==> src/rtl/fust_issue_scheduler.sv <==
// fust_issue_scheduler: per-FU IDLE/WAIT/READY/ISSUED tracking with tag wakeup,
// round-robin issue grant and speculative squash on branch mispredict.
module fust_issue_scheduler #(
    parameter int NUM_FU = 5,
    parameter int TAG_W  = 3
) (
    input  logic                  CLK,
    input  logic                  RST,
    input  logic                  alloc_en,
    input  logic [TAG_W-1:0]      alloc_fu,
    input  logic [TAG_W-1:0]      alloc_t1,
    input  logic [TAG_W-1:0]      alloc_t2,
    input  logic                  alloc_spec,
    output logic                  alloc_ack,
    input  logic                  wb_valid,
    input  logic [TAG_W-1:0]      wb_tag,
    input  logic                  issue_stall,
    output logic                  issue_valid,
    output logic [NUM_FU-1:0]     issue_fu,
    input  logic [NUM_FU-1:0]     fu_done,
    input  logic                  branch_miss,
    input  logic                  branch_resolved,
    output logic [NUM_FU*2-1:0]   fust_state
);
    typedef enum logic [1:0] {IDLE, WAIT, READY, ISSUED} state_t;

    state_t             st [NUM_FU];
    logic [TAG_W-1:0]   t1 [NUM_FU];
    logic [TAG_W-1:0]   t2 [NUM_FU];
    logic [TAG_W-1:0]   w1 [NUM_FU];
    logic [TAG_W-1:0]   w2 [NUM_FU];
    logic [NUM_FU-1:0]  spec;
    logic [TAG_W-1:0]   ptr, gnt_idx, a1, a2;
    logic               found, alloc_idle;

    // Writeback clears a matching nonzero tag; tag 0 never matches.
    function automatic logic [TAG_W-1:0] wake(input logic [TAG_W-1:0] t, input logic v,
                                              input logic [TAG_W-1:0] w);
        return (v && w != '0 && t == w) ? '0 : t;
    endfunction

    always_comb begin
        alloc_idle = 1'b0;
        found      = 1'b0;
        gnt_idx    = '0;
        a1         = wake(alloc_t1, wb_valid, wb_tag);
        a2         = wake(alloc_t2, wb_valid, wb_tag);
        for (int i = 0; i < NUM_FU; i++) begin
            if (alloc_fu == TAG_W'(i)) alloc_idle = (st[i] == IDLE);
            w1[i] = wake(t1[i], wb_valid, wb_tag);
            w2[i] = wake(t2[i], wb_valid, wb_tag);
            fust_state[2*i +: 2] = st[i];
        end
        // Search upward from the round-robin pointer with wrap.
        for (int k = 0; k < NUM_FU; k++) begin
            int j;
            j = int'(ptr) + k;
            if (j >= NUM_FU) j = j - NUM_FU;
            if (!found && st[j] == READY) begin
                found   = 1'b1;
                gnt_idx = TAG_W'(j);
            end
        end
        issue_valid = found & ~RST & ~issue_stall & ~branch_miss;
        for (int i = 0; i < NUM_FU; i++) issue_fu[i] = issue_valid && gnt_idx == TAG_W'(i);
        alloc_ack = alloc_en & ~RST & ~branch_miss & (alloc_fu < TAG_W'(NUM_FU)) & alloc_idle;
    end

    always_ff @(posedge CLK) begin
        if (RST) begin
            for (int i = 0; i < NUM_FU; i++) begin
                st[i] <= IDLE;
                t1[i] <= '0;
                t2[i] <= '0;
            end
            spec <= '0;
            ptr  <= '0;
        end else begin
            if (issue_valid) ptr <= (gnt_idx == TAG_W'(NUM_FU-1)) ? '0 : gnt_idx + 1'b1;
            for (int i = 0; i < NUM_FU; i++) begin
                if (branch_miss && spec[i] && (st[i] == WAIT || st[i] == READY)) begin
                    st[i]   <= IDLE;
                    t1[i]   <= '0;
                    t2[i]   <= '0;
                    spec[i] <= 1'b0;
                end else begin
                    if (branch_resolved && !branch_miss) spec[i] <= 1'b0;
                    case (st[i])
                        IDLE: if (alloc_ack && alloc_fu == TAG_W'(i)) begin
                            t1[i]   <= a1;
                            t2[i]   <= a2;
                            spec[i] <= alloc_spec & ~branch_resolved;
                            st[i]   <= (a1 == '0 && a2 == '0) ? READY : WAIT;
                        end
                        WAIT: begin
                            t1[i] <= w1[i];
                            t2[i] <= w2[i];
                            if (w1[i] == '0 && w2[i] == '0) st[i] <= READY;
                        end
                        READY: if (issue_valid && gnt_idx == TAG_W'(i)) st[i] <= ISSUED;
                        ISSUED: if (fu_done[i]) begin
                            st[i]   <= IDLE;
                            t1[i]   <= '0;
                            t2[i]   <= '0;
                            spec[i] <= 1'b0;
                        end
                    endcase
                end
            end
        end
    end
endmodule

==> config.mk <==
export PLATFORM = sky130hd
export DESIGN_NAME = fust_issue_scheduler
export DESIGN_NICKNAME = d
export VERILOG_FILES = /design/src/rtl/fust_issue_scheduler.sv
export SDC_FILE = /design/constraint.sdc
export NUM_CORES = 1
export LEC_CHECK = 0
export BUFFER_PORTS_ARGS = -buffer_cell sky130_fd_sc_hd__buf_2
export CAP_MARGIN = 20
export CORE_MARGIN = 10
export CORE_UTILIZATION = 40
export CTS_CLUSTER_DIAMETER = 200
export CTS_CLUSTER_SIZE = 16
export DETAILED_ROUTE_END_ITERATION = 10
export SLEW_MARGIN = 20
export SYNTH_ARGS = -nofsm -noshare
export SYNTH_HDL_FRONTEND = slang
export SYNTH_SLANG_ARGS = --single-unit
export TNS_END_PERCENT = 10
==> constraint.sdc <==
create_clock -name CLK -period 9.88 [get_ports CLK]
set_input_delay 1.976 -clock CLK [delete_from_list [all_inputs] [get_ports CLK]]
set_output_delay 1.976 -clock CLK [all_outputs]
set_load 0.005 [all_outputs]
# Word-level counts from Yosys, hierarchy flattened
# Memories as Yosys holds them, arrays and structs flattened.
# Index checks and enable logic that the tools add are counted.
[op_classes]
add_sub_neg = 10
n_mux = 256
bitwise_logic = 77
order_cmp = 6
n_eq_ne = 40
reduce_logical = 79
[ops]
columns = ["op", "count"]
rows = [
  ["$mux W3", 63],
  ["$mux W1", 162],
  ["$or A1 B1 Y1", 65],
  ["$mux W2", 26],
  ["$logic_and A1 B1 Y1", 44],
  ["$logic_not A3 Y1", 14],
  ["$eq A3 B3 Y1", 12],
  ["$eq A2 B2 Y1 const B", 15],
  ["$ge A4 B3 Y1 const B", 4],
  ["$sub A3 B3 Y3 const B", 5],
  ["$eq A3 B2 Y1 const B", 4],
  ["$eq A2 B1 Y1 const B", 5],
  ["$logic_not A2 Y1", 5],
  ["$pmux W1 S2", 5],
  ["$reduce_or A2 Y1", 5],
  ["$add A3 B2 Y4 const B", 2],
  ["$and A1 B1 Y1", 8],
  ["$eq A3 B1 Y1 const B", 2],
  ["$eq A3 B3 Y1 const B", 2],
  ["$logic_not A1 Y1", 5],
  ["$logic_or A1 B1 Y1", 5],
  ["$add A3 B1 Y4 const B", 1],
  ["$add A3 B3 Y4 const B", 1],
  ["$not A1 Y1", 4],
  ["other kinds (4)", 4],
]
[totals]
n_memories = 3
mem_bits_rw = 40
out_inout_bits = 17
reg_bits = 8
[mem_list]
columns = ["name", "words", "word_bits", "rd", "rd_clocked_by_memory_dff", "wr", "line_no", "source"]
rows = [
  ["t1", 5, 3, 5, 0, 5, "28", "logic [TAG_W-1:0] t1 [NUM_FU];"],
  ["t2", 5, 3, 5, 0, 5, "29", "logic [TAG_W-1:0] t2 [NUM_FU];"],
  ["st", 5, 2, 10, 0, 5, "27", "state_t st [NUM_FU];"],
]

# Logic depth before layout (Yosys ltp)
# Gate-level depths: netlist (run 1).
# An unclocked memory read counts as a cell.
[logic_depth]
word_depth = 28
ltp_mapped = 17
mapped_depth_nobuf = 16

# Least setup slack after synthesis (run 1)
# OpenSTA, ideal clock, no wires.
[synth_timing]
kind = "input port to output port"
startpoint = "in branch_miss"
endpoint = "out issue_fu[0]"
path_slack_ns = 4.807
path_buffers = 2
path_stages = 6
arrival_time_ns = 3.097
required_time_ns = 7.904
cell_sequence = "clkbuf_1 -> or3_1 -> a21o_4 -> inv_4 -> buf_6 -> and3_1"
[synth_between]
elab_chain_len = 3
[synth_lines]
columns = ["element", "line_no", "source"]
rows = [
  ["start: declaration", "21", "input logic branch_miss,"],
  ["$not A1 Y1", "64", "issue_valid = found & ~RST & ~issue_stall & ~branch_miss;"],
  ["$and A1 B1 Y1", "64", ""],
  ["via issue_valid", "18", "output logic issue_valid,"],
  ["$logic_and A1 B1 Y1", "65", "for (int i = 0; i < NUM_FU; i++) issue_fu[i] = issue_valid && gnt_idx == TAG_W'(i);"],
  ["end: declaration", "19", "output logic [NUM_FU-1:0] issue_fu,"],
]
# The timed path passes the listed nets, and every way through them passes these cells.

# Final worst setup path (run 1)
[layout_timing]
startpoint = "reg ptr[0]"
endpoint = "out issue_fu[3]"
[layout_between]
elab_chain_len = 21
[layout_lines]
columns = ["element", "line_no", "source"]
rows = [
  ["start: declaration", "33", "logic [TAG_W-1:0] ptr, gnt_idx, a1, a2;"],
  ["start signal: assignment", "79", "if (issue_valid) ptr <= (gnt_idx == TAG_W'(NUM_FU-1)) ? '0 : gnt_idx + 1'b1;"],
  ["parallel branches: the longest is 20 deep, another holds $add A3 B1 Y4", "n/a", ""],
  ["$logic_and A1 B1 Y1 (*)", "65", ""],
]
# Every way passes the cells marked *.

==> qor.yml, run 1 <==
status: "finished clean"
cell_repeated_most_along_the_worst_path: "sky130_fd_sc_hd__ha_1"
initial_antenna_violation_count: 0
rows: 39
die_area_um2: 16500
cts_buffer_depth: 2
worst_hold_path.num_cells: 2
cp.arrival_ns: 3.98
r2r-start: "ptr[0]"
first_global_vias: 4112
tightest_slew_ns: 0.787
min-delay-start: "spec[3]"
synth_enable_flop_cells: 40
finClkSkew_ns: 0.0107
route.antenna.remaining_nets: 0
ctsHtreeMaxLevel: 2
viasPerCell: 5.91
worst_supply_voltage_drop_on_vdd_mv: 0.146
clk_latency_ns: 0.30
finalSetupTns_ns: 0
synth_async_sr_flop_share_pct: 0
grt_max_degree: 18
max_clock_freq_ghz: 0.168
detailedRoute.firstIterationViolations: 394
cts-root-buf: "sky130_fd_sc_hd__clkbuf_16"
required_ns: 7.90
slowest_stage: "sky130_fd_sc_hd__dfxtp_1"
max_slew_vio_count: 0
crit-reg2reg-capture: "st[4][1]"
core-area_um2: 11500
vias: 4119
timing.slew.headroom_pct: 47.4
rsz0062_at_grt: "false"
timing.critical_path.from_type: "flop"
final_layout_size_suffix_gt1_share_pct: 15.7
gp_congestion: 0.896
sequential_cell_area_um2: 1360
syn_area_um2: 4720
post_synthesis_cell_count: 525
path_delay_family: "compound AO/OA/AOI/OAI gates"
fillers: 1108
crit_path_cell_trace: "inv_2 -> ha_1 -> inv_4 -> o41ai_2 -> nor3_1 -> o221a_4 -> a211oi_4 -> o211ai_1 -> a32oi_1 -> ha_1 -> ha_1 -> and2_1 -> buf_2"
timing.reg2reg.worst_path_depth: 13
tritoncts: "done"
worst_setup_path_end_kind: "output port"
area_growth_syn_to_layout_pct: 8.89
placement.cell_area_um2: 4990
utilization_pct: 44.8
max_stage_delay_ns: 0.61
power_per_cell_area_nw_per_um2: 205
hold_crit_path_type: "flop to flop"
number_of_buffers_and_inverters_on_the_critical_path: 3
num_antenna_cells: 0
drt_wl_total_um: 12800
ys_dominant_reg_cell: "sky130_fd_sc_hd__edfxtp_1"
yosys_register_bits: 48
firstDrtPassIters: 5
fin_crit_sh_pct: 60.3
post_cts_resize_count: 0
final_area_um2: 5140
initial_core_util_pct: 41.1
grt_usage_pct: 15.4
grt_pass1_wl_um: 21000
grt_overflow: 0
layout_min_cycle_time_ns: 5.95
top_level_ports: 42
post_drt_wl_per_cell_um: 18.4
final-hold-violation-count: 0
destination_of_the_worst_hold_path: "spec[3]"
worst_setup_hold_path_clk_slew_ns: 0.07
fin_hold_ws_ns: 0.517
ys.warnings.count: 0
finalSetupViolations: 0
syn_nets: 584
floorplan.die.height_um: 129
die_w_um: 129
reg2reg_setup_slack_ns: 5.83
route.detailed.drc: 0
cts-buffers-inserted: 5
number_of_clock_sinks: 48
detailedPlacementHpwl_um: 10000
worstPathMaxFanout: 12
crit_type: "flop to output port"
timing.max_cap.violations: 0
multi_input_area_um2: 3140
ys_types: 80
power.leakage_nw: 2.06
synth_sequential_area_ratio_pct: 28.9
cts_setup_buffers: 0
synthesis.area_per_instance_um2: 8.98
holdBufCountCts: 0
final_net_count: 612
io_buffers: 41
==> cell usage after synthesis (13+ instances only) <==
library cell | instances | area, um^2
sky130_fd_sc_hd__nand3_1 | 22 | 110
sky130_fd_sc_hd__a31oi_1 | 13 | 81.3
sky130_fd_sc_hd__ha_1 | 33 | 413
sky130_fd_sc_hd__edfxtp_1 | 40 | 1200
sky130_fd_sc_hd__inv_1 | 24 | 90.1
sky130_fd_sc_hd__xor2_1 | 25 | 219
sky130_fd_sc_hd__a22oi_1 | 21 | 158
sky130_fd_sc_hd__a21oi_1 | 28 | 140
sky130_fd_sc_hd__nand2_1 | 36 | 135
sky130_fd_sc_hd__nor2b_1 | 14 | 87.6
sky130_fd_sc_hd__xnor2_1 | 15 | 131
sky130_fd_sc_hd__nor2_1 | 61 | 229
==> registers in the layout, indices dropped and copies added, names as in the netlist <==
signal / flops
t1: 15
t2: 15
st: 10
spec: 5
ptr: 3
==> cell families (layout without fill, tap and decap cells) <==
kind of cell             after synthesis  in the layout  synth area share, %
AND/OR/NAND/NOR                      215            215                 24.7
AO/OA/AOI/OAI                        125            125                 20.5
flip-flops                            48             48                 28.9
buffers and inverters                 47             76                 4.56
XOR/XNOR                              40             40                 7.43
adder cells (fa/ha/maj)               34             34                 9.18
multiplexers                          16             16                 4.75
==> cell usage in the layout, fill, tap and decap left out, drive strengths merged, types with 3 or more instances in the layout <==
cell type	instances
o22ai	4
a21oi	29
nand2	37
edfxtp	40
and3	12
a22oi	21
nand3	23
inv	27
nor4	10
nor2	61
mux2i	10
or3	5
dfxtp	8
clkbuf	5
xor2	25
xnor2	15
nand2b	11
o211ai	5
a31o	3
and2	4
a221o	3
nor3	13
or2	7
a32oi	8
o21ai	6
o21a	3
ha	33
o31ai	4
nand4	7
buf	41
a21boi	5
a31oi	14
mux4	5
nor2b	14
==> through the flow <==
step / cells / total power [mW] / setup slack (ns)
after floorplan: 525 / 0.752 / 4.81
after global placement: 689 / 0.871 / 4.35
after detailed placement: 689 / 0.872 / 4.27
after CTS: 697 / 1.05 / 3.93
after global routing: 697 / 1.14 / 3.62
final: 697 / 1.05 / 3.93
==> layout make-up <==
type                    count  share of cell area [%]
clock buffers               5                    2.44
clock inverters             3                   0.365
multi-input cells         430                    61.1
inverters                  27                    2.07
well taps                 143                    3.48
repair buffers             41                    4.00
flip-flops and latches     48                    26.5
==> worst max path at each step <==
stage	start	end	slack [ns]	depth (start not counted)
final	ptr[0]	issue_fu[3]	3.93	13
after global routing	ptr[0]	issue_fu[4]	3.62	14
after CTS	ptr[1]	issue_fu[4]	3.93	13
after detailed placement	ptr[1]	issue_fu[4]	4.27	13
after global placement	ptr[0]	issue_fu[4]	4.35	13
after floorplan	branch_miss	issue_fu[0]	4.81	6
==> layer usage <==
layer,vias to the layer above,part of all wire [%],track usage (%)
li1,2000,-,-
met1,1983,44,19.6
met4,0,1.3,4.52
met2,120,49,26.1
met5,-,0,0
met3,16,4.9,2.59
==> worst register-to-register path: stages, from the launching register on <==
cell                       delay, ns
sky130_fd_sc_hd__dfxtp_1        0.61
sky130_fd_sc_hd__inv_2          0.18
sky130_fd_sc_hd__ha_1           0.51
sky130_fd_sc_hd__inv_4          0.09
sky130_fd_sc_hd__o41ai_2        0.48
sky130_fd_sc_hd__nor3_1         0.13
sky130_fd_sc_hd__o221a_4        0.29
sky130_fd_sc_hd__a211oi_4       0.31
sky130_fd_sc_hd__o211ai_1       0.17
sky130_fd_sc_hd__a32o_1         0.26
sky130_fd_sc_hd__ha_1           0.23
sky130_fd_sc_hd__inv_1          0.11
sky130_fd_sc_hd__nor3_2         0.09
sky130_fd_sc_hd__a211o_1        0.36
==> report_power, final <==
| group | switching (mW) | internal [mW] | total [mW] |
|---|---|---|---|
| Sequential | 0.0273 | 0.237 | 0.264 |
| Clock | 0.0822 | 0.0932 | 0.175 |
| Combinational | 0.368 | 0.247 | 0.615 |
| Total | 0.478 | 0.577 | 1.05 |
No activity file was read; power rests on OpenSTA's default activity.
==> run 2: changes to the inputs <==
==> constraint.sdc (replaced) <==
create_clock -name CLK -period 5.6 [get_ports CLK]
set_input_delay 1.12 -clock CLK [delete_from_list [all_inputs] [get_ports CLK]]
set_output_delay 1.12 -clock CLK [all_outputs]
set_load 0.005 [all_outputs]
==> qor.yml, run 2 (synthesized netlist as in run 1, its figures left out) <==
vias: 4123  # +0.097%
fin_crit_sh_pct: 92.5
die_w_um: 129  # unchanged
worstPathMaxFanout: 12  # unchanged
cts-buffers-inserted: 5  # unchanged
initial_antenna_violation_count: 0  # unchanged
post_cts_resize_count: 0  # unchanged
hold_crit_path_type: "flop to flop"
firstDrtPassIters: 5  # unchanged
rows: 39  # unchanged
timing.max_cap.violations: 0  # unchanged
route.antenna.remaining_nets: 0  # unchanged
die_area_um2: 16500  # unchanged
final_net_count: 615  # +0.49%
met1_usage_pct: 19.9  # +0.32 points
first_global_vias: 4096  # -0.39%
max_clock_freq_ghz: 0.193
grt_use_met3_pct: 2.38  # -0.21 points
number_of_buffers_and_inverters_on_the_critical_path: 4  # +1
required_ns: 4.48  # -3.42 ns
clk_latency_ns: 0.29  # about the same
worst_supply_voltage_drop_on_vdd_mv: 0.305  # +110%
drt_wl_total_um: 13200  # +2.7%
grt_usage_pct: 15.7  # +0.29 points
tightest_slew_ns: 0.761  # -0.0257 ns
num_antenna_cells: 0  # unchanged
fillers: 1135  # +2.4%
core-area_um2: 11500  # unchanged
final_layout_size_suffix_gt1_share_pct: 16.2  # +0.48 points
reg_top3: "t1: 15 flops, t2: 15 flops, st: 10 flops"
path_depth: 13  # unchanged
post_drt_wl_per_cell_um: 18.8  # +2.4%
top_level_ports: 42  # unchanged
finalSetupTns_ns: 0  # unchanged
r2r-start: "ptr[0]"
layout_commonest_cell: "sky130_fd_sc_hd__nor2_1"
top_usage_layer: "met2"
grt_overflow: 0  # unchanged
worst_setup_hold_path_clk_slew_ns: 0.07  # about the same
grt_util_met2_pct: 27.1  # +1.0 points
gp_congestion: 0.911  # +1.7%
multi_input_area_um2: 3140  # unchanged
cts-root-buf: "sky130_fd_sc_hd__clkbuf_16"
timing.reg2reg.worst_path_depth: 13  # unchanged
tritoncts: "done"
viasPerCell: 5.90  # -0.19%
detailedPlacementHpwl_um: 10400  # +3.1%
grt_pass1_wl_um: 21200  # +1.0%
cts_buffer_depth: 2  # unchanged
max_stage_delay_ns: 0.63  # +0.02 ns
mostFrequentLayoutCells: "61 x sky130_fd_sc_hd__nor2_1, 41 x sky130_fd_sc_hd__buf_2, 40 x sky130_fd_sc_hd__edfxtp_1"
timing.critical_path.from_type: "flop"
status: "finished clean"
rsz0062_at_grt: "false"
sequential_cell_area_um2: 1360  # unchanged
critPathLaunch: "ptr[0]"
slowest_stage: "sky130_fd_sc_hd__dfxtp_1"
final-hold-violation-count: 0  # unchanged
area_growth_syn_to_layout_pct: 10.2
holdBufCountCts: 0  # unchanged
worst_hold_path.num_cells: 2  # unchanged
initial_core_util_pct: 41.1  # unchanged
cp.arrival_ns: 4.06  # +0.08 ns
ctsHtreeMaxLevel: 2  # unchanged
number_of_clock_sinks: 48  # unchanged
min-delay-start: "spec[3]"
route.detailed.drc: 0  # unchanged
timing.slew.headroom_pct: 48.7  # +1.3 points
power.leakage_nw: 2.10  # +2.0%
grt_max_degree: 18  # unchanged
path_delay_family: "compound AO/OA/AOI/OAI gates"
crit_path_cell_trace: "inv_2 -> ha_1 -> mux4_2 -> o32a_1 -> a21boi_0 -> nand2_1 -> o22ai_1 -> a21o_1 -> inv_1 -> ha_1 -> inv_1 -> nor3_2 -> buf_2"
crit_type: "flop to output port"
floorplan.die.height_um: 129  # unchanged
detailedRoute.firstIterationViolations: 409  # +3.8%
max_slew_vio_count: 0  # unchanged
cts_setup_buffers: 0  # unchanged
report.power.total_mw: 1.98  # +87%
layout_min_cycle_time_ns: 5.18
worst_setup_path_end_kind: "output port"
power_per_cell_area_nw_per_um2: 380  # +85%
io_buffers: 41  # unchanged
utilization_pct: 45.3  # +0.56 points
finalSetupViolations: 0  # unchanged
finClkSkew_ns: 0.00639  # -0.00430 ns
## run 2: cell types whose count changed in the layout (fill, tap and decap cells not counted), sizes merged
cell,before,now
buf,41,44
clkinv,1,0
clkinvlp,2,0
bufinv,0,2
## run 2: path summary, 6_finish.rpt
check / end / slack (ns)
min: spec[3] / 0.51
min reg2reg: spec[3] / 0.51
max: issue_fu[4] / 0.42
max reg2reg: st[4][0] / 1.51
## run 2: cell type report
class                           count  share of cell area (%)
Clock buffer                        5                    2.41
Clock inverter                      2                    1.15
Inverter                           27                    2.05
Multi-Input combinational cell    430                    60.4
Sequential cell                    48                    26.2
Tap cell                          143                    3.44
Timing Repair Buffer               44                    4.38
## run 2: stage by stage
stage          std cells  hold WS [ns]  setup slack, ns  cell area [um^2]
5_1_grt              699         0.544            0.165              5200
3_5_place_dp         692         0.494            0.771              5010
6_report             699         0.506            0.419              5200
2_1_floorplan        525         0.465             1.47              4720
4_1_cts              699         0.506            0.418              5200
3_3_place_gp         692         0.487            0.932              5010
## run 2: worst reg2reg max path: cells and delay by family (launching register included)
family,cells,cell delay (ns)
mux,1,0.60
simple gates,2,0.46
compound gates,5,1.02
flops,1,0.63
fa+ha+maj,2,0.70
buf+inv,3,0.39
## run 2: per-layer routing
metal | share of wire [%] | vias to the layer above
met4 | 0.98 | 0
li1 | - | 2010
met1 | 45 | 2003
met5 | 0 | -
met3 | 3.9 | 12
met2 | 50 | 98
## run 2: power by group
part           internal (mW)  leakage (nW)  switching, mW
Clock                  0.254        0.0899          0.139
Sequential             0.419         0.486         0.0494
Combinational          0.448          1.53          0.668
Total                   1.12          2.10          0.856
==> run 3: changes to the inputs <==
--- a/config.mk
+++ b/config.mk
@@ -7,7 +7,6 @@
 export LEC_CHECK = 0
 export BUFFER_PORTS_ARGS = -buffer_cell sky130_fd_sc_hd__buf_2
 export CAP_MARGIN = 20
-export CORE_MARGIN = 10
 export CORE_UTILIZATION = 40
 export CTS_CLUSTER_DIAMETER = 200
 export CTS_CLUSTER_SIZE = 16
==> qor.yml, run 3 (synthesized netlist as in run 1, its figures left out) <==
grt_usage_pct: 21.0  # +5.4 points
finalSetupViolations: 0  # unchanged
power_per_cell_area_nw_per_um2: 376  # -0.93%
top_level_ports: 42  # unchanged
worstPathMaxFanout: 9  # -3
cts_setup_buffers: 0  # unchanged
number_of_clock_sinks: 48  # unchanged
mostFrequentLayoutCells: "61 x sky130_fd_sc_hd__nor2_1, 41 x sky130_fd_sc_hd__buf_2, 40 x sky130_fd_sc_hd__edfxtp_1"
cts-root-buf: "sky130_fd_sc_hd__clkbuf_16"
rows: 39  # unchanged
detailedPlacementHpwl_um: 9760  # -5.7%
report.power.total_mw: 1.96  # -1.0%
max_stage_delay_ns: 0.60  # -0.03 ns
post-place-ws_ns: 0.859  # +0.0885 ns
gp_congestion: 0.878  # -3.6%
worst_setup_hold_path_clk_slew_ns: 0.08  # about the same
met2_wirelength_um: 6090  # -7.4%
required_ns: 4.48  # about the same
hold_crit_path_type: "flop to flop"
timing.slew.headroom_pct: 53.5  # +4.8 points
cts-buffers-inserted: 5  # unchanged
core-area_um2: 11500  # unchanged
grt_max_degree: 18  # unchanged
final_net_count: 616  # +0.16%
crit_type: "flop to output port"
grt_overflow: 0  # unchanged
first_global_vias: 4173  # +1.9%
cell_repeated_most_along_the_worst_path: "sky130_fd_sc_hd__inv_1"
ctsHtreeMaxLevel: 2  # unchanged
routed.top_layer: "met4"
grt_pass1_wl_um: 20800  # -1.8%
floorplan.die.height_um: 111  # -14%
max_clock_freq_ghz: 0.196  # +1.7%
fin_crit_sh_pct: 91.0  # -1.6 points
tritoncts: "done"
cts_buffer_depth: 2  # unchanged
status: "finished clean"
post_drt_wl_per_cell_um: 18.3  # -2.9%
timing.max_cap.violations: 0  # unchanged
layout_commonest_cell: "sky130_fd_sc_hd__nor2_1"
area_growth_syn_to_layout_pct: 10.1  # about the same
die_area_um2: 12200  # -26%
final_layout_size_suffix_gt1_share_pct: 16.5  # +0.30 points
fillers: 1089  # -4.1%
viasPerCell: 6.00  # +1.7%
power.leakage_nw: 2.10  # about the same
worst_slack_ns: 0.506  # +0.0870 ns
tightest_slew_ns: 0.696  # -0.0649 ns
initial_antenna_violation_count: 0  # unchanged
route.detailed.drc: 0  # unchanged
post_cts_resize_count: 0  # unchanged
max_slew_vio_count: 0  # unchanged
num_antenna_cells: 0  # unchanged
rsz0062_at_grt: "false"
clk_latency_ns: 0.30  # about the same
holdBufCountCts: 0  # unchanged
vias: 4206  # +2.0%
route.layer.met1.wl_um: 5920  # -0.27%
final-hold-violation-count: 0  # unchanged
finalSetupTns_ns: 0  # unchanged
detailedRoute.firstIterationViolations: 222  # -46%
crit_path_cell_trace: "inv_1 -> ha_1 -> mux4_2 -> o32a_1 -> a21boi_0 -> nand2_1 -> o22ai_1 -> a21o_1 -> inv_1 -> ha_1 -> inv_1 -> nor3_2 -> buf_2"
timing.critical_path.from_type: "flop"
initial_core_util_pct: 41.1  # unchanged
finClkSkew_ns: 0.0111  # +0.00469 ns
route.antenna.remaining_nets: 0  # unchanged
slowest_stage: "sky130_fd_sc_hd__mux4_2"
drt_wl_total_um: 12800  # -2.6%
met3WireLength_um: 485  # -5.8%
die_w_um: 111  # -14%
worst_setup_path_end_kind: "output port"
io_buffers: 41  # unchanged
firstDrtPassIters: 5  # unchanged
worst_supply_voltage_drop_on_vdd_mv: 0.397  # +30%
layout_min_cycle_time_ns: 5.09  # -0.0870 ns
reg_top3: "t1: 15 flops, t2: 15 flops, st: 10 flops"
cp.arrival_ns: 3.97  # -0.09 ns
-- run 3: cell types whose count changed in the layout (fill, tap and decap cells not counted) --
cell | previous run | this run
sky130_fd_sc_hd__buf_4 | 3 | 4
sky130_fd_sc_hd__clkinv_4 | 0 | 2
sky130_fd_sc_hd__bufinv_16 | 2 | 1
-- run 3: area by class of cell --
type                    count  area, um^2  share of cell area [%]
clock buffers               5         125                    2.41
clock inverters             3        47.5                   0.915
inverters                  27         106                    2.05
multi-input cells         430        3140                    60.5
flip-flops and latches     48        1360                    26.2
well taps                 143         179                    3.44
repair buffers             45         235                    4.53
-- run 3: metal layers --
layer	track usage, %	vias up
li1	-	2019
met1	27.3	2054
met4	8.00	0
met5	0	-
met2	35.1	110
met3	3.24	23
-- run 3: stage by stage --
| step | cell area (um^2) | hold slack [ns] | std cells | util [%] |
|---|---|---|---|---|
| 2_1_floorplan | 4720 | 0.465 | 525 | - |
| 3_3_place_gp | 5020 | 0.490 | 693 | 43.8 |
| 3_5_place_dp | 5020 | 0.491 | 693 | 43.8 |
| 4_1_cts | 5190 | 0.503 | 701 | 45.3 |
| 5_1_grt | 5190 | 0.541 | 701 | 45.3 |
| 6_report | 5190 | 0.510 | 701 | 45.3 |
-- run 3: final timing paths --
kind / from / to / slack (ns) / cells past startpoint
setup / recovery: ptr[1] / issue_fu[4] / 0.51 / 13
hold / removal: spec[3] / spec[3] / 0.51 / 2
setup reg to reg: ptr[1] / st[4][1] / 1.56 / 13
hold reg to reg: spec[3] / spec[3] / 0.51 / 2
-- run 3: critical path, delay by kind of cell, from the launching register on --
kind | cells | cell delay (ns)
AOI/OAI and AO/OA | 4 | 0.80
adders and majority gates | 2 | 0.71
buffers and inverters | 4 | 0.58
DFF | 1 | 0.56
muxes | 1 | 0.60
and+or+nand+nor | 2 | 0.44
-- run 3: power breakdown --
group | internal (mW) | switching (mW)
clock network | 0.213 | 0.153
registers | 0.418 | 0.0390
logic | 0.450 | 0.682
total | 1.08 | 0.874
